File: src/rtl/alu_issue_unit.sv
// alu_issue_unit: queues ALU requests in a small FIFO, launches one operation
// at a time onto the ALU operand bus, waits LAT cycles for the result, then
// holds the captured result until downstream takes it.
//
// Handshake rule (both sides): a transfer happens on a rising clk edge where
// valid && ready are both high; valid, once raised, is held together with its
// payload until that edge.
module alu_issue_unit #(
    parameter int LAT   = 2,
    parameter int DEPTH = 4
) (
    input  logic        clk,
    input  logic        rst_n,
    input  logic        in_valid,
    output logic        in_ready,
    input  logic [3:0]  in_op,
    input  logic [31:0] in_a,
    input  logic [31:0] in_b,
    output logic [31:0] A,
    output logic [31:0] B,
    output logic [3:0]  Opin,
    input  logic [31:0] result,
    input  logic        zero,
    output logic        out_valid,
    input  logic        out_ready,
    output logic [31:0] out_result,
    output logic        out_zero,
    output logic [3:0]  out_op,
    output logic        zero_err,
    output logic [15:0] done_cnt,
    output logic [1:0]  fsm_state
);

    localparam int             PW       = $clog2(DEPTH);
    localparam logic [PW:0]    FULL_OCC = (PW+1)'(DEPTH);
    localparam logic [PW:0]    OCC_ONE  = (PW+1)'(1);
    localparam logic [PW-1:0]  PTR_ONE  = PW'(1);
    localparam logic [3:0]     LAT_CNT  = 4'(LAT);

    typedef enum logic [1:0] {
        IDLE = 2'd0,
        WAIT = 2'd1,
        HOLD = 2'd2
    } state_t;

    typedef struct packed {
        logic [3:0]  op;
        logic [31:0] a;
        logic [31:0] b;
    } entry_t;

    state_t        state, state_n;
    logic [3:0]    cnt;
    entry_t        mem [DEPTH];
    logic [PW-1:0] wr_ptr, rd_ptr;
    logic [PW:0]   occ;
    logic          push, fifo_empty;
    logic          issue, capture, handshake;

    assign fsm_state  = state;
    // in_ready depends on registered occupancy only, so a same-edge pop
    // never opens a slot for a push while full.
    assign in_ready   = (occ < FULL_OCC);
    assign fifo_empty = (occ == '0);
    assign push       = in_valid && in_ready;

    // FSM state register.
    always_ff @(posedge clk or negedge rst_n) begin
        if (!rst_n) state <= IDLE;
        else        state <= state_n;
    end

    // Next-state decode plus the issue/capture/handshake strobes.
    always_comb begin
        state_n   = state;
        issue     = 1'b0;
        capture   = 1'b0;
        handshake = 1'b0;
        case (state)
            IDLE: begin
                if (!fifo_empty) begin
                    issue   = 1'b1;
                    state_n = WAIT;
                end
            end
            WAIT: begin
                if (cnt == 4'd1) begin
                    capture = 1'b1;
                    state_n = HOLD;
                end
            end
            HOLD: begin
                if (out_ready) begin
                    handshake = 1'b1;
                    if (!fifo_empty) begin
                        issue   = 1'b1;
                        state_n = WAIT;
                    end else begin
                        state_n = IDLE;
                    end
                end
            end
            default: state_n = IDLE;
        endcase
    end

    // Latency counter: loaded at issue, counts down to 1 where capture fires.
    always_ff @(posedge clk or negedge rst_n) begin
        if (!rst_n)                         cnt <= 4'd0;
        else if (issue)                     cnt <= LAT_CNT;
        else if (state == WAIT && cnt != 4'd1) cnt <= cnt - 4'd1;
    end

    // FIFO storage; contents are don't-care while not occupied.
    always_ff @(posedge clk) begin
        if (push) mem[wr_ptr] <= '{op: in_op, a: in_a, b: in_b};
    end

    // FIFO pointers and occupancy; pointers wrap naturally at DEPTH.
    always_ff @(posedge clk or negedge rst_n) begin
        if (!rst_n) begin
            wr_ptr <= '0;
            rd_ptr <= '0;
            occ    <= '0;
        end else begin
            if (push)  wr_ptr <= wr_ptr + PTR_ONE;
            if (issue) rd_ptr <= rd_ptr + PTR_ONE;
            case ({push, issue})
                2'b10:   occ <= occ + OCC_ONE;
                2'b01:   occ <= occ - OCC_ONE;
                default: occ <= occ;
            endcase
        end
    end

    // Operand launch, result capture, completion count and sticky error.
    always_ff @(posedge clk or negedge rst_n) begin
        if (!rst_n) begin
            A          <= 32'h0;
            B          <= 32'h0;
            Opin       <= 4'h0;
            out_valid  <= 1'b0;
            out_result <= 32'h0;
            out_zero   <= 1'b0;
            out_op     <= 4'h0;
            zero_err   <= 1'b0;
            done_cnt   <= 16'h0;
        end else begin
            if (issue) begin
                A    <= mem[rd_ptr].a;
                B    <= mem[rd_ptr].b;
                Opin <= mem[rd_ptr].op;
            end
            if (capture) begin
                out_valid  <= 1'b1;
                out_result <= result;
                out_zero   <= zero;
                out_op     <= Opin;
                if (zero != (result == 32'h0)) zero_err <= 1'b1;
            end else if (handshake) begin
                out_valid <= 1'b0;
                done_cnt  <= done_cnt + 16'd1;
            end
        end
    end

endmodule

File: config.mk
export PLATFORM = sky130hd
export DESIGN_NAME = alu_issue_unit
export DESIGN_NICKNAME = d
export VERILOG_FILES = /design/src/rtl/alu_issue_unit.sv
export SDC_FILE = /design/constraint.sdc
export NUM_CORES = 1
export LEC_CHECK = 0
export CAP_MARGIN = 0
export CORE_ASPECT_RATIO = 0.75
export CORE_UTILIZATION = 49
export DETAILED_ROUTE_END_ITERATION = 10
export MAX_ROUTING_LAYER = met4
export PLACE_DENSITY = 0.76
export SLEW_MARGIN = 15
export SYNTH_ARGS = -nofsm -noshare
export SYNTH_HDL_FRONTEND = slang
export SYNTH_SLANG_ARGS = --single-unit
File: constraint.sdc
create_clock -name clk -period 2.75 [get_ports clk]
set_input_delay 0.275 -clock clk [delete_from_list [all_inputs] [get_ports clk]]
set_output_delay 0.275 -clock clk [all_outputs]
set_load 0.1 [all_outputs]
# After elaboration in Yosys (flattened, before gate mapping)
# Memories as Yosys holds them, arrays and structs flattened. A register that Yosys moved wholly into a read port is not among the register bits.
# Index checks and enable logic that the tools add are counted.
# W data, S select, Z words.
# word_totals
ff_bits	68
ram_bits	272
mem_count	1
out_inout_bits	126
in_bits	105
# mem_list
memory	words	word_bits	read_ports	rd_clocked_by_memory_dff	write_ports	line_no	rtl
mem	4	68	1	1	1	54	entry_t mem [DEPTH];
# classes
muxes	19
n_addsub	6
n_bitwise	1
n_lt_le_gt_ge	1
eq_ne	10
reduce_logical	12
# op_table
op	n
$logic_not A32 Y1	1
$add A16 B1 Y16 const B	1
$mux W1	11
$mux W4	2
$mux W2	3
$ne A2 B2 Y1 const B	3
$pmux W2 S3	1
$pmux W3 S2	1
$reduce_bool A2 Y1	3
$add A2 B1 Y2 const B	2
$eq A2 B1 Y1 const B	2
$eq A2 B2 Y1 const B	2
$eq A4 B1 Y1 const B	1
$ne A4 B1 Y1 const B	1
$reduce_and A2 Y1	2
$sub A4 B1 Y4 const B	1
$add A3 B1 Y3 const B	1
$logic_not A3 Y1	1
$lt A3 B3 Y1 const B	1
$reduce_and A3 Y1	1
$sub A3 B1 Y3 const B	1
$logic_and A1 B1 Y1	2
$logic_not A2 Y1	1
$pmux W1 S2	1
3 further kinds	3

# Longest topological paths before layout
# Gate-level depths: netlist (run 1).
# logic_depth
word_depth	6
ltp_mapped	10
depth_no_buf	8

# Worst setup path after synthesis (run 1)
# Ideal clock, no wire load.
# synth_path
kind	reg2reg
startpoint	register occ[2]
endpoint	memory mem[0][0] in the netlist's numbering, enable pin
path_slack_ps	-13
t_required_ps	2317
synth_period_minus_slack_ps	2763
arrival_ps	2329
path_stages_with_launch	4
setup_time_ps	433
path_cell_list	dfrtp_1 nor2b_1 clkbuf_1 and2_1
# synth_via
elab_chain_len	4
# synth_rtl
item	line_no	rtl
from (decl)	56	logic [PW:0] occ;
from (signal assigned)	129	2'b10: occ <= occ + OCC_ONE;
from (signal assigned)	130	2'b01: occ <= occ - OCC_ONE;
$lt A3 B3 Y1	63	assign in_ready = (occ < FULL_OCC);
$logic_and A1 B1 Y1	65	assign push = in_valid && in_ready;
$mux W1	116	if (push) mem[wr_ptr] <= '{op: in_op, a: in_a, b: in_b};
$mux W1 (implied by the code)	116	
to (decl)	54	
# Every way passes these cells.

==> qor.csv, run 1 <==
metric,value,unit
stdcell_count,1416,
yosys-top-cells-area,"sky130_fd_sc_hd__edfxtp_1, sky130_fd_sc_hd__dfrtp_1, sky130_fd_sc_hd__mux4_2",
final.period_utilization,77.4,%
chipHeight,156,um
flow.area_growth_from_synthesis,24.3,%
critical_path_arrival,2.53,ns
cts_setup_buffers,0,
dieWidth,207,um
fmax,470,MHz
synth.most_common_cell,sky130_fd_sc_hd__edfxtp_1,
post_cts_resized,0,
grt.total_usage,19.6,%
grt.met1_usage,26.3,%
vias,7543,
worst_ep_required_time,3.16,ns
cts.hold.buffers_added,1,
finalCriticalPeriod,2.13,ns
core_area,30600,um^2
cts_sinks,408,
post_drt_via_cell_ratio,5.33,
post-synth-top-area-fraction,52.8,%
placed_cells_incl_taps,1342,
grt_remaining_overflow,0,
criticalPathCategory,flop to flop,
design.final.nets,1100,
area_of_the_die,32300,um^2
hold_viol,0,
setup-tns-final,0,ns
grtUsageMet3,4.51,%
grt_setup_unrepaired,false,
synthArstFlopShare,33.3,%
synth_warnings,0,
use_met2,30.4,%
cts_root_buf,sky130_fd_sc_hd__clkbuf_16,
timing.clock.skew,0.0173,ns
grt-busiest-layer,met2,
synth_sequential_area_ratio,74.7,%
core.rowCount,55,
count_of_unresolved_drc_violations_after_routing,0,
cap_violations,0,
cts_inserted_buffers,40,
synth_cell_types,43,
setup-violations-final,0,
grt_max_degree,79,
worstSkewPairLatency,0.53,ns
mappedNetlistArea,15500,um^2
post-dp-hpwl,18300,um
ys_ff_latch,408,
synth_top_cells_by_count,"sky130_fd_sc_hd__edfxtp_1, sky130_fd_sc_hd__dfrtp_1, sky130_fd_sc_hd__mux4_2",
detail-route-antenna-nets,0,
share_of_cells_above_drive_strength_1,37.6,%
syn_inst,724,
synth-edff-count,272,
drt_pre_antenna_iters,4,
slew_headroom,60.0,%
synth.avg_cell_area,21.4,um^2
cts_buffer_depth,3,
path_clk_slew,0.07,ns
placement.io_buffers,230,
routedWlPerCell,21.2,um
crit_start_category,flop,
initial_utilization,50.6,%
status,"complete, no violations",
grt_pass1_vias,8171,
initialDrtViolationCount,358,
slew_violations,0,
antenna_violations_before_repair,3,
postSynthNetCount,838,
n_fill_cell,2153,
max_slew.worst_pin.slew,0.600,ns
synth_top_flop_cell,sky130_fd_sc_hd__edfxtp_1,
synth_largest_area_cell,sky130_fd_sc_hd__edfxtp_1,
totalWireLength,30000,um
hold_path.class,input pin to asynchronous set/reset pin,
i_o_pins,231,
grt_pass1_wl,46700,um
crit_path_max_fanout,27,
setup.worst_path.end_class,flop,
place.gp.congestion,0.759,
tritoncts_clock_tree,built,
htree_levels,2,
layout make-up:
type	instances	area (um^2)	area share, %
Sequential cell	408	11600	60.1
Multi-Input combinational cell	275	3610	18.7
Antenna cell	3	7.51	0.0390
Clock buffer	65	1200	6.21
Tap cell	399	499	2.59
Inverter	10	37.5	0.195
Clock inverter	5	23.8	0.123
Timing Repair Buffer	251	2300	11.9
critical path, stage by stage (launching register included):
cell                      delay [ns]
sky130_fd_sc_hd__dfrtp_4        0.82
sky130_fd_sc_hd__buf_4          0.36
sky130_fd_sc_hd__mux4_2         0.55
sky130_fd_sc_hd__mux2_4         0.27
layout by cell type (no fill, tap or decap), drive strengths merged, types with 2 or more instances in the layout:
cell type	n
diode	3
clkbuf	65
clkinv	5
nand2	9
mux4	68
inv	10
mux2	106
o21ai	3
xnor2	14
nor2b	2
xor2	10
nor3	2
nand4	6
and2	4
and3	4
dfrtp	136
edfxtp	272
nand2b	2
nand3	6
ha	8
clkdlybuf4s50	103
nor4	9
nor2	9
buf	147
registers in the layout (all words and copies together), names as in the netlist:
register / count
zero_err: 1
rd_ptr: 2
wr_ptr: 2
done_cnt: 16
Opin: 4
out_valid: 1
B: 32
occ: 3
A: 32
out_zero: 1
mem: 272
cnt: 4
out_result: 32
fsm_state: 2
out_op: 4
layer usage:
layer  vias up  share of wire, %
li1       3378                 -
met1      3926                45
met2       200                48
met3        39               5.6
met4         0               1.7
met5         -                 0
worst paths after layout:
check                        startpoint             end  slack, ns  cells past startpoint
setup / recovery              rd_ptr[0]           A[16]       0.62                      3
hold / removal                    rst_n       rd_ptr[0]       0.23                      2
setup reg to reg              rd_ptr[0]           A[16]       0.62                      3
hold reg to reg            done_cnt[15]    done_cnt[15]       0.47                      1
max in group asynchronous         rst_n            A[1]       1.74                      3
min in group clk             result[13]  out_result[13]       0.37                      2
per-stage QoR:
stage                     hold WS [ns]  utilization [%]  worst slack, ns  instance area [um^2]
after floorplan                -0.0206                -           0.0384                 15500
after global placement           0.200             58.8            0.471                 18000
after detailed placement         0.209             58.8            0.423                 18000
after CTS                        0.217             62.8            0.561                 19200
after global routing             0.255             62.9            0.477                 19200
final                            0.228             62.9            0.623                 19200
cells by family (layout without fill, tap and decap cells):
family / Yosys count / after routing / share of synthesized area [%]
flops: 408 / 408 / 74.7
buf+inv: 41 / 331 / 2.02
xor+xnor: 24 / 24 / 1.36
mux: 175 / 175 / 18.4
fa+ha+maj: 9 / 9 / 0.776
simple gates: 61 / 61 / 2.29
other cells: 0 / 3 / 0
compound gates: 6 / 6 / 0.380
Power of run 1 is not shown: default switching activity piles up to over one toggle a cycle in this logic, so the estimate is an artifact.
==> run 2, diff against run 1 <==
- CORE_UTILIZATION: 49 -> 54
- PLACE_DENSITY: 0.76 -> 0.8
- clock period: 2.75 -> 2.1 ns (I/O delays scaled with it)
==> run 2 against run 1 <==
Compared with the run above:
- core utilization rose by 6.4 points
- register-to-register slack got worse by 0.49 ns
- critical path depth rose by 2
- first-iteration DRC count rose by 37%
- die area fell by 9.2%
- maximum frequency rose by 7.9%
- flip-flop and latch count did not move
- sequential share of layout area fell by 0.61 points
- wire length barely moved
- clock skew rose by 0.0040 ns
- cell count fell by 0.42%
- critical path type unchanged
==> qor.csv, run 2 (synthesis results as in run 1) <==
metric,value,unit
status,"complete, no violations",
max_flop_register,mem,
post_drt_via_cell_ratio,5.44,
n_fill_cell,1784,
grt_setup_unrepaired,false,
worstSkewPairLatency,0.53,ns
tritoncts_clock_tree,built,
dieWidth,198,um
flow.area_growth_from_synthesis,25.7,%
cts_sinks,408,
slew_headroom,71.6,%
i_o_pins,231,
grt.total_usage,21.8,%
finalCriticalPeriod,1.97,ns
timing.final.ws_setup,0.129,ns
crit_path_max_fanout,29,
initial_utilization,55.1,%
crit_start_category,flop,
setup-violations-final,0,
drt_pre_antenna_iters,4,
worst_ep_required_time,2.50,ns
grt_pass1_vias,8085,
totalWireLength,30000,um
cap_violations,0,
max_slew.worst_pin.slew,0.423,ns
grt_pass1_wl,46400,um
layout_commonest_cell,sky130_fd_sc_hd__edfxtp_1,
placement.io_buffers,230,
routedWlPerCell,21.3,um
cts_inserted_buffers,39,
area_of_the_die,29400,um^2
cts_setup_buffers,0,
critical_path_arrival,2.37,ns
core.rowCount,53,
largest_register_ffs,272,
seqCellArea,11600,um^2
antenna_violations_before_repair,1,
grt_remaining_overflow,0,
count_of_unresolved_drc_violations_after_routing,0,
vias,7665,
timing.clock.skew,0.0214,ns
finalHoldWorstSlack,0.171,ns
criticalPathCategory,flop to flop,
final.period_utilization,93.9,%
cts_root_buf,sky130_fd_sc_hd__clkbuf_16,
most_frequent_cells_in_the_layout,"sky130_fd_sc_hd__edfxtp_1, sky130_fd_sc_hd__buf_4, sky130_fd_sc_hd__dfrtp_1",
hold_viol,0,
slew_violations,0,
multi_input_area,3630,um^2
cts_buffer_depth,3,
share_of_cells_above_drive_strength_1,40.0,%
core_area,28100,um^2
fmax,507,MHz
design.final.nets,1109,
finish.utilization,69.2,%
pre_cts_slack,-0.0360,ns
post-dp-hpwl,19300,um
chipHeight,149,um
setup.worst_path.end_class,flop,
setup-tns-final,0,ns
path_clk_slew,0.06,ns
grt_max_degree,43,
place.gp.congestion,0.749,
htree_levels,2,
detail-route-antenna-nets,0,
hold_path.class,input pin to asynchronous set/reset pin,
initialDrtViolationCount,491,
[run 2: changes by cell type in the layout (fill, tap and decap cells not counted), moves of 2 or more]
cell	change
sky130_fd_sc_hd__clkbuf_1	-10
sky130_fd_sc_hd__diode_2	-2
sky130_fd_sc_hd__buf_12	+9
sky130_fd_sc_hd__dfrtp_1	-6
sky130_fd_sc_hd__bufinv_16	+2
sky130_fd_sc_hd__clkbuf_8	-7
sky130_fd_sc_hd__clkinv_4	+3
sky130_fd_sc_hd__clkinv_2	+9
sky130_fd_sc_hd__dfrtp_2	+5
sky130_fd_sc_hd__clkinvlp_4	+2
[run 2: path summary, 6_finish.rpt]
check | endpoint | slack, ns | startpoint | depth (start not counted)
min reg2reg | zero_err | 0.48 | zero_err | 1
min | out_result[17] | 0.17 | rst_n | 2
max in group asynchronous | rd_ptr[1] | 1.23 | rst_n | 3
min in group clk | mem[3][25] | 0.31 | in_b[25] | 1
max reg2reg | A[29] | 0.13 | fsm_state[1] | 5
max | A[29] | 0.13 | fsm_state[1] | 5
[run 2: repair_timing]
| action | CTS | global route |
|---|---|---|
| hold endpoints to repair | 115 | 0 |
| hold buffers | 1 | 0 |
| resized for setup | 0 | 0 |
[run 2: per-stage QoR]
step | instance area, um^2 | cells
after floorplan | 15500 | 724
after global placement | 18200 | 1338
after detailed placement | 18200 | 1338
after CTS | 19500 | 1409
after global routing | 19500 | 1410
final | 19500 | 1410
[run 2: layer usage]
| layer | global-route usage (%) | vias to the layer above | wire, um |
|---|---|---|---|
| met2 | 32.8 | 221 | 14500 |
| li1 | - | 3400 | - |
| met4 | 5.97 | 0 | 567 |
| met1 | 29.9 | 3999 | 12900 |
| met5 | - | - | 0 |
| met3 | 5.28 | 45 | 2120 |
[run 2: cell type report]
type                            count  area share (%)
Inverter                           10           0.193
Antenna cell                        1          0.0129
Clock inverter                     22           0.894
Sequential cell                   408            59.5
Clock buffer                       48            5.46
Timing Repair Buffer              261            12.8
Tap cell                          385            2.47
Multi-Input combinational cell    275            18.7
[run 2: worst max-delay path: stages (launching register included)]
cell and delay (ns):
sky130_fd_sc_hd__dfrtp_4 0.50, sky130_fd_sc_hd__nor2b_4 0.14, sky130_fd_sc_hd__a311oi_4 0.31, sky130_fd_sc_hd__buf_4 0.26, sky130_fd_sc_hd__buf_12 0.24, sky130_fd_sc_hd__mux2_2 0.37
Power of run 2 is left out for the same reason.
==> run 3, diff against run 2 <==
- ABC_CLOCK_PERIOD_IN_PS: not set -> 2100
==> results of run 3 <==
No change in the layout: final DEF, timing and power equal those of run 2.
Power of run 3 is left out for the same reason.
